**src/rtl/updown_mod_counter.sv**
```systemverilog
// Parametrised up/down modulo counter with enable, clear, load, wrap/saturate mode,
// a registered terminal-count pulse and a sticky boundary-event flag.
module updown_mod_counter #(
    parameter int unsigned WIDTH    = 8,
    parameter int unsigned MAX_VAL  = 2**WIDTH - 1,
    parameter int unsigned RST_VAL  = 0,
    parameter bit          SATURATE = 1'b0
) (
    input  logic             i_clk,
    input  logic             i_rst,
    input  logic             i_en,
    input  logic             i_up_dn,
    input  logic             i_clr,
    input  logic             i_load,
    input  logic [WIDTH-1:0] i_load_val,
    input  logic             i_ovf_clr,
    output logic [WIDTH-1:0] o_count,
    output logic             o_tc,
    output logic             o_ovf
);

    localparam logic [WIDTH-1:0] MaxC  = WIDTH'(MAX_VAL);
    localparam logic [WIDTH-1:0] RstC  = WIDTH'(RST_VAL);
    localparam logic [WIDTH-1:0] OneC  = WIDTH'(1);
    localparam logic [WIDTH-1:0] ZeroC = '0;

    logic [WIDTH-1:0] r_count;
    logic             r_tc;
    logic             r_ovf;

    logic [WIDTH-1:0] w_count_d;
    logic             w_tc_d;
    logic             w_ovf_d;
    logic             w_event;
    logic             w_at_max;
    logic             w_at_zero;
    logic [WIDTH-1:0] w_load_clamped;

    assign w_at_max       = (r_count == MaxC);
    assign w_at_zero      = (r_count == ZeroC);
    assign w_load_clamped = (i_load_val > MaxC) ? MaxC : i_load_val;

    // Priority clr > load > en; only an enabled step at a boundary is an event.
    always_comb begin
        w_count_d = r_count;
        w_event   = 1'b0;
        if (i_clr) begin
            w_count_d = RstC;
        end else if (i_load) begin
            w_count_d = w_load_clamped;
        end else if (i_en) begin
            if (i_up_dn) begin
                if (w_at_max) begin
                    w_event   = 1'b1;
                    w_count_d = SATURATE ? MaxC : ZeroC;
                end else begin
                    w_count_d = r_count + OneC;
                end
            end else begin
                if (w_at_zero) begin
                    w_event   = 1'b1;
                    w_count_d = SATURATE ? ZeroC : MaxC;
                end else begin
                    w_count_d = r_count - OneC;
                end
            end
        end
    end

    assign w_tc_d = w_event;

    // Set wins over a same-edge clear.
    always_comb begin
        w_ovf_d = r_ovf;
        if (w_event) begin
            w_ovf_d = 1'b1;
        end else if (i_ovf_clr) begin
            w_ovf_d = 1'b0;
        end
    end

    always_ff @(posedge i_clk) begin
        if (i_rst) begin
            r_count <= RstC;
            r_tc    <= 1'b0;
            r_ovf   <= 1'b0;
        end else begin
            r_count <= w_count_d;
            r_tc    <= w_tc_d;
            r_ovf   <= w_ovf_d;
        end
    end

    assign o_count = r_count;
    assign o_tc    = r_tc;
    assign o_ovf   = r_ovf;

endmodule

```
**config.mk**
```make
export PLATFORM = sky130hd
export DESIGN_NAME = updown_mod_counter
export DESIGN_NICKNAME = d
export VERILOG_FILES = /design/src/rtl/updown_mod_counter.sv
export SDC_FILE = /design/constraint.sdc
export NUM_CORES = 1
export LEC_CHECK = 0
export BUFFER_PORTS_ARGS = -buffer_cell sky130_fd_sc_hd__buf_2
export CAP_MARGIN = 20
export CORE_MARGIN = 5
export CORE_UTILIZATION = 50
export DETAILED_ROUTE_END_ITERATION = 6
export PLACE_DENSITY = 0.86
export SLEW_MARGIN = 0
export SYNTH_ARGS = -nofsm -noshare
export SYNTH_HDL_FRONTEND = slang
export SYNTH_SLANG_ARGS = --single-unit
export TNS_END_PERCENT = 1
```
**constraint.sdc**
```tcl
create_clock -name i_clk -period 1.86 [get_ports i_clk]
set_input_delay 0.372 -clock i_clk [delete_from_list [all_inputs] [get_ports i_clk]]
set_output_delay 0.372 -clock i_clk [all_outputs]
set_load 0.02 [all_outputs]
```
* Word level (Yosys, flattened, before mapping)
Cells that the tools add are included.
** Cells by class
- Magnitude comparators :: 1
- Reductions and logical operators :: 4
- Muxes and demuxes :: 14
- $add $sub $neg :: 2
- Eq/ne operators :: 1
** Operator list (count)
- 8-bit two-way mux :: 6
- 8-bit by 1-bit adder with 8-bit output (second input constant) :: 1
- 8-bit == test (second input constant) :: 1
- 8-bit > comparator (second input constant) :: 1
- 8-bit zero test :: 1
- 1-bit two-way mux :: 8
- 8-bit by 1-bit subtractor with 8-bit output (second input constant) :: 1
- 2-bit nonzero test :: 2
- 2-bit OR reduction :: 1
** Storage, ports and cells
- Flip-flop bits (word level) :: 10
- Output and inout bits :: 10
- Word-level logic and storage cells :: 25
- Input bits :: 15

* Longest topological paths before layout
Gate-level depths: netlist (run 1).
- Word-level depth :: 7
- Depth in mapped cells :: 6
- Depth with buffers taken out :: 6

* Worst setup path after synthesis (run 1)
No wires, ideal clock.
- Path type :: register to register
- From :: register r_count[0] (netlist: o_count[0])
- To :: register r_count[4] (netlist: o_count[4])
- Stages on the path, launching flop included :: 7
- Path slack :: 0.099 ns
- Required time :: 1.776 ns
- Arrival time :: 1.676 ns
- Path buffers :: 0
- Clock period less this slack :: 1.761 ns
- Library setup time :: 0.084 ns
- Cells stage by stage :: dfxtp_1 inv_1 ha_1 or3b_4 o21a_1 o31a_1 o31ai_2
** On the way
- Longest elaborated chain between the ends :: 5
- Elaborated cells on any way between the ends :: 9
- Those cells by class :: 2 x add/sub; 1 x eq/ne; 5 x mux; 1 x reduce/logical
** Ends and longest elaborated chain
- start, declared :: line 27 : logic [WIDTH-1:0] r_count;
- start signal, assigned :: line 84 : r_count <= RstC;
- start signal, assigned :: line 88 : r_count <= w_count_d;
- 8-bit by 1-bit subtractor with 8-bit output (tied with other cells) :: line 64 : w_count_d = r_count - OneC;
- 8-bit two-way mux (on tied branches) :: line 60, 53
- 8-bit two-way mux * :: line 52 : if (i_up_dn) begin
- 8-bit two-way mux * :: line 51 : end else if (i_en) begin
- 8-bit two-way mux * :: line 49 : end else if (i_load) begin
Every way passes the cells marked *; elsewhere a longest branch is shown, timed or not. The select of a mux whose other input is x is not followed.
A chain may end at the register's enable or synchronous reset.

* Worst setup path after layout (run 1)
Ends and elaborated chain as after synthesis.

==> impl_metrics.json, run 1 <==
{
  "status": "finished, final reports clean",
  "insertion_delay_ns": 0.27,
  "p_comb_share_pct": 28.6,
  "wl_per_cell_um": 15.63,
  "dr.pass1.iters": 4,
  "synthesis.nets": 126,
  "grt_max_degree": 14,
  "worstRegToRegCells": 6,
  "grt_util_all_layers_pct": 18.31,
  "p_clk_share_pct": 28.2,
  "cpMaxStageDelayCell": "or3b_4",
  "intPower_uw": 370.0,
  "cp-start-kind": "register",
  "htreeDepth": 1,
  "cts_root_buffer": "clkbuf_4",
  "dieArea_um2": 2570,
  "synth_ff_type": "dfxtp_1",
  "timing.hold.ws_ns": 0.3430,
  "p_per_area_nw_per_um2": 585.0,
  "p_sw_uw": 195.8,
  "max-cap-violations": 0,
  "hold_viol": 0,
  "vias": 952,
  "setup-violations-final": 0,
  "drt_wl_total_mm": 2.266,
  "nets": 149,
  "die_y_um": 50.70,
  "syn_avg_cell_area_um2": 7.669,
  "tightest_slew_ns": 0.5103,
  "grt_overflow": 0,
  "drv_slew": 0,
  "ys_types": 41,
  "synth_edf_count": 0,
  "cp_cell_sequence": "inv_1, ha_1, or3b_4, o21a_1, o31a_1, o31ai_2",
  "antenna_cells": 0,
  "cts_tree": "done",
  "drcViolationCount": 0,
  "r2r_end": "o_count[4]",
  "crit_fanout": 6,
  "syn_area_um2": 828.3,
  "syn2layout_area_growth_pct": 16.77,
  "period_needed_ns": 1.769,
  "place.gp.congestion": 0.8681,
  "r2r_slack_ns": 0.09,
  "viasPerCell": 6.566,
  "first_iter_violations": 48,
  "hpwl_mm": 1.663,
  "switching_share_pct": 34.61,
  "slew_headroom_pct": 65.67,
  "start_util_pct": 53.73,
  "postCtsSetupBuffers": 0,
  "grt_pass1_vias": 775,
  "port_buffers": 24,
  "cts_resized": 0,
  "pin_count": 25,
  "die_w_um": 50.70,
  "holdPathEnd": "o_count[1]",
  "p_seq_share_pct": 43.2,
  "clock-sinks": 10,
  "row_count": 14,
  "path_clk_slew_ns": 0.07,
  "cp.arrival_ns": 1.97,
  "ys_ff_latch": 10,
  "skew_ns": 0.0008020,
  "postRouteAntennaNets": 0,
  "drive_above_1_share_pct": 26.36,
  "hold_path_class": "input pin to register",
  "r2r-start": "o_count[0]",
  "cts_buffers": 3,
  "fin_area_um2": 967.2,
  "ctsHoldBuffers": 0,
  "synth_cells": 108,
  "period_share_pct": 95.10,
  "rsz0062_at_grt": "false",
  "synth_warnings": 0,
  "crit_type": "register to register",
  "finalSetupTns_ns": 0,
  "grt_antenna_before_repair": 0,
  "ys_async_sr_fraction_pct": 0,
  "clock.fmax_mhz": 565.4,
  "ir_worst_vdd_uv": 464.9,
  "crit_required_ns": 2.06,
  "dpl_cell_area_um2": 944.7,
  "leakagePower_nw": 0.4254,
  "grt_pass1_wl_mm": 3.615,
  "clk_path_buf_depth": 2,
  "hold_path.startpoint": "i_load_val[1]",
  "synth-seq-area-share_pct": 24.17,
  "worstSetupEndpointType": "register",
  "coreArea_um2": 1541,
  "slowest_delay_ns": 0.39,
  "min_path_cells": 3
}
-- power groups by stage --
stage	registers [mW]	logic, mW	clock network (mW)
floorplan	0.250	0.111	0
global placement	0.248	0.156	0
detailed placement	0.249	0.159	0
CTS	0.244	0.160	0.160
global route	0.247	0.177	0.175
finish	0.245	0.162	0.160
-- synth_stat cells, types with 2 or more instances --
cell type | count | area, um^2
and3_1 | 2 | 12.51
mux2i_1 | 3 | 30.03
a21boi_0 | 2 | 15.01
o21a_1 | 3 | 22.52
o211ai_1 | 3 | 22.52
dfxtp_1 | 10 | 200.2
nand4_1 | 2 | 12.51
a31oi_1 | 3 | 18.77
nor3_1 | 4 | 20.02
nor4_1 | 2 | 12.51
xnor2_1 | 2 | 17.52
or2_2 | 2 | 12.51
o221ai_1 | 2 | 17.52
a21oi_1 | 10 | 50.05
nand3_1 | 7 | 35.03
inv_1 | 5 | 18.77
o31a_1 | 2 | 17.52
nor2_1 | 6 | 22.52
clkbuf_1 | 3 | 11.26
ha_1 | 3 | 37.54
buf_2 | 4 | 20.02
or3_1 | 2 | 12.51
nand2_1 | 6 | 22.52
xor2_1 | 3 | 26.28
-- worst max-delay path, delay by kind of cell (launching register included) --
| family | cells | cell delay [ns] |
|---|---|---|
| AO/OA/AOI/OAI | 3 | 0.65 |
| AND/OR/NAND/NOR | 1 | 0.39 |
| flip-flops | 1 | 0.35 |
| adder cells (fa/ha/maj) | 1 | 0.17 |
| buffers and inverters | 1 | 0.13 |
-- layout by cell type, fill, tap and decap left out, drive strengths merged, types with 2 or more instances in the layout --
cell and count:
o221ai 2, mux2i 3, dfxtp 10, o211ai 3, xor2 3, or3 3, xnor2 2, a21boi 2
nor4 2, nor2 6, nand2 6, nand4 2, o21a 3, buf 25, clkbuf 3, ha 3
and3 2, o31a 2, nand3 7, or2 2, inv 5, a21oi 10, a31oi 3, nor3 4
-- state kept, by name, summed over array words and instances, names as in the netlist --
signal and cells:
o_count 8, o_ovf 1, o_tc 1
-- routing by layer --
layer	track usage, %	vias to the layer above	part of all wire [%]
li1	-	461	-
met1	23.50	422	42
met5	0	-	0
met3	5.621	15	9.4
met2	26.65	54	45
met4	10.64	0	3.7
-- cell type report --
cell class / count / area (um^2)
Sequential cell: 10 / 200.2
Tap cell: 16 / 20.02
Fill cell: 131 / 574.3
Inverter: 6 / 22.52
Clock buffer: 3 / 22.52
Timing Repair Buffer: 25 / 127.6
Multi-Input combinational cell: 85 / 574.3
-- kinds of logic after synthesis --
group	after synthesis	share of synthesized area, %
compound gates	35	30.36
xor+xnor	5	5.288
fa+ha+maj	3	4.532
buf+inv	13	6.495
flops	10	24.17
mux	3	3.626
simple gates	39	25.53
-- per-stage QoR --
stage | total power, mW | utilization (%) | instances | setup WS (ns)
2_1_floorplan | 0.3611 | - | 108 | 0.09943
6_report | 0.5658 | 62.74 | 145 | 0.09120
4_1_cts | 0.5630 | 62.74 | 145 | 0.09958
3_3_place_gp | 0.4047 | 61.28 | 142 | 0.1539
5_1_grt | 0.5983 | 62.74 | 145 | 0.0006399
3_5_place_dp | 0.4074 | 61.28 | 142 | 0.1123
-- worst max path at each step --
stage,startpoint,endpoint,depth (start not counted)
2_1_floorplan,o_count[0],o_count[4],6
3_3_place_gp,o_count[0],o_count[4],6
3_5_place_dp,o_count[0],o_count[4],6
4_1_cts,o_count[0],o_count[4],6
5_1_grt,o_count[0],o_count[4],6
6_report,o_count[0],o_count[4],6
No activity file was read; power rests on OpenSTA's default activity.
==> inputs of run 2 (changes only) <==
Settings changed: MAX_ROUTING_LAYER set to met4, PLACE_DENSITY 0.86 to 0.78.
==> run 2 against run 1 <==
Net effect:
- worst hold slack gained 0.0051 ns
- via count increased by 0.11%
- clock power shrank 3%
- clock skew increased by 0.0013 ns
- non-clock buffer count grew 2
- sequential share of layout area shrank 0.32 points
- largest power group unchanged
- first-iteration DRC count shrank 8.3%
- critical endpoint unchanged
- routed wire length grew 5.5%
==> impl_metrics.json, run 2 (synthesized netlist as in run 1, its figures left out) <==
{
  "status": "finished, final reports clean",
  "max-cap-violations": 0,
  "drcViolationCount": 0,
  "p_per_area_nw_per_um2": 579.4,
  "grt_util_all_layers_pct": 20.77,
  "dp_cells": 144,
  "clk_path_buf_depth": 2,
  "grt_pass1_vias": 907,
  "hold_viol": 0,
  "vias": 953,
  "nets": 151,
  "coreArea_um2": 1541,
  "cp-start-kind": "register",
  "fin_util_pct": 63.72,
  "leakagePower_nw": 0.4351,
  "cts_root_buffer": "clkbuf_4",
  "fillers": 135,
  "viasPerCell": 6.483,
  "tightest_slew_ns": 0.4913,
  "period_needed_ns": 1.743,
  "drv_slew": 0,
  "grt_overflow": 0,
  "setup-violations-final": 0,
  "postRouteAntennaNets": 0,
  "dpl_cell_area_um2": 959.7,
  "clock-sinks": 10,
  "ir_worst_vdd_uv": 367.4,
  "dr.pass1.iters": 4,
  "period_share_pct": 93.71,
  "rsz0062_at_grt": "false",
  "grt_use_met3_pct": 4.438,
  "crit_fanout": 6,
  "grt_antenna_before_repair": 0,
  "cp-startpoint": "o_count[1]",
  "start_util_pct": 53.73,
  "final_cells": 147,
  "hpwl_mm": 1.727,
  "antenna_cells": 0,
  "r2r-start": "o_count[1]",
  "r2r_slack_ns": 0.12,
  "syn2layout_area_growth_pct": 18.58,
  "crit_type": "register to register",
  "fin_ws_ns": 0.1169,
  "cts_resized": 0,
  "ctsHoldBuffers": 0,
  "fin_area_um2": 982.2,
  "min_path_cells": 3,
  "slew_headroom_pct": 67.09,
  "skew_ns": 0.002057,
  "clock.fmax_mhz": 573.7,
  "use_met1_pct": 25.96,
  "r2r_end": "o_count[4]",
  "port_buffers": 24,
  "wl_per_cell_um": 16.26,
  "dieArea_um2": 2570,
  "postCtsSetupBuffers": 0,
  "busiest_layer": "met2",
  "finalSetupTns_ns": 0,
  "crit_end": "o_count[4]",
  "design_power_total_uw": 569.0,
  "grt_max_degree": 14,
  "die_w_um": 50.70,
  "die_y_um": 50.70,
  "place.gp.congestion": 0.9295,
  "path_clk_slew_ns": 0.06,
  "timing.hold.ws_ns": 0.3481,
  "first_iter_violations": 44,
  "insertion_delay_ns": 0.28,
  "row_count": 14,
  "worstSetupEndpointType": "register",
  "cts_buffers": 3,
  "htreeDepth": 1,
  "final_cell_mix": "24 x buf_2, 10 x a21oi_1, 10 x dfxtp_1",
  "largest_reg_flops": 8,
  "worstRegToRegCells": 6,
  "mostFrequentLayoutCell": "buf_2",
  "cts_tree": "done",
  "crit_required_ns": 2.06,
  "cp.arrival_ns": 1.94,
  "drt_wl_total_mm": 2.390,
  "place_ws_ns": 0.1289,
  "grt_use_met2_pct": 30.37,
  "hold_path_class": "input pin to register",
  "drive_above_1_share_pct": 27.48,
  "grt_pass1_wl_mm": 4.002,
  "pin_count": 25
}
[run 2: cell count changes in the layout (fill, tap and decap cells not counted)]
| cell | change |
|---|---|
| buf_4 | +2 |
[run 2: metal layers]
metal | vias to the layer above | part of all wire, %
met2 | 47 | 46
met3 | 7 | 8.5
met4 | 0 | 2.6
met5 | - | 0
met1 | 448 | 43
li1 | 451 | -
[run 2: worst min path at each step]
stage	from	slack (ns)	endpoint
after detailed placement	o_ovf	0.44	o_ovf
after floorplan	i_load_val[1]	0.52	o_count[1]
after global routing	i_load_val[5]	0.36	o_count[5]
final	i_load_val[1]	0.35	o_count[1]
after global placement	o_ovf	0.43	o_ovf
after CTS	i_load_val[1]	0.34	o_count[1]
[run 2: cell type report]
type / count / area, um^2 / share of cell area, %
multi-input combinational: 85 / 574.3 / 58.47
sequential: 10 / 200.2 / 20.38
timing repair buffer: 27 / 142.6 / 14.52
clock buffer: 3 / 22.52 / 2.293
inverter: 6 / 22.52 / 2.293
tap: 16 / 20.02 / 2.038
[run 2: critical path: stages, from the launching register on]
cell and delay, ns:
dfxtp_1 0.36, inv_1 0.12, ha_1 0.16, or3b_4 0.38
o21a_1 0.18, o31a_1 0.28, o31ai_2 0.20
[run 2: power breakdown]
part | switching [mW] | internal (mW)
clock | 0.0805 | 0.0752
combinational | 0.0940 | 0.0758
sequential | 0.0199 | 0.224
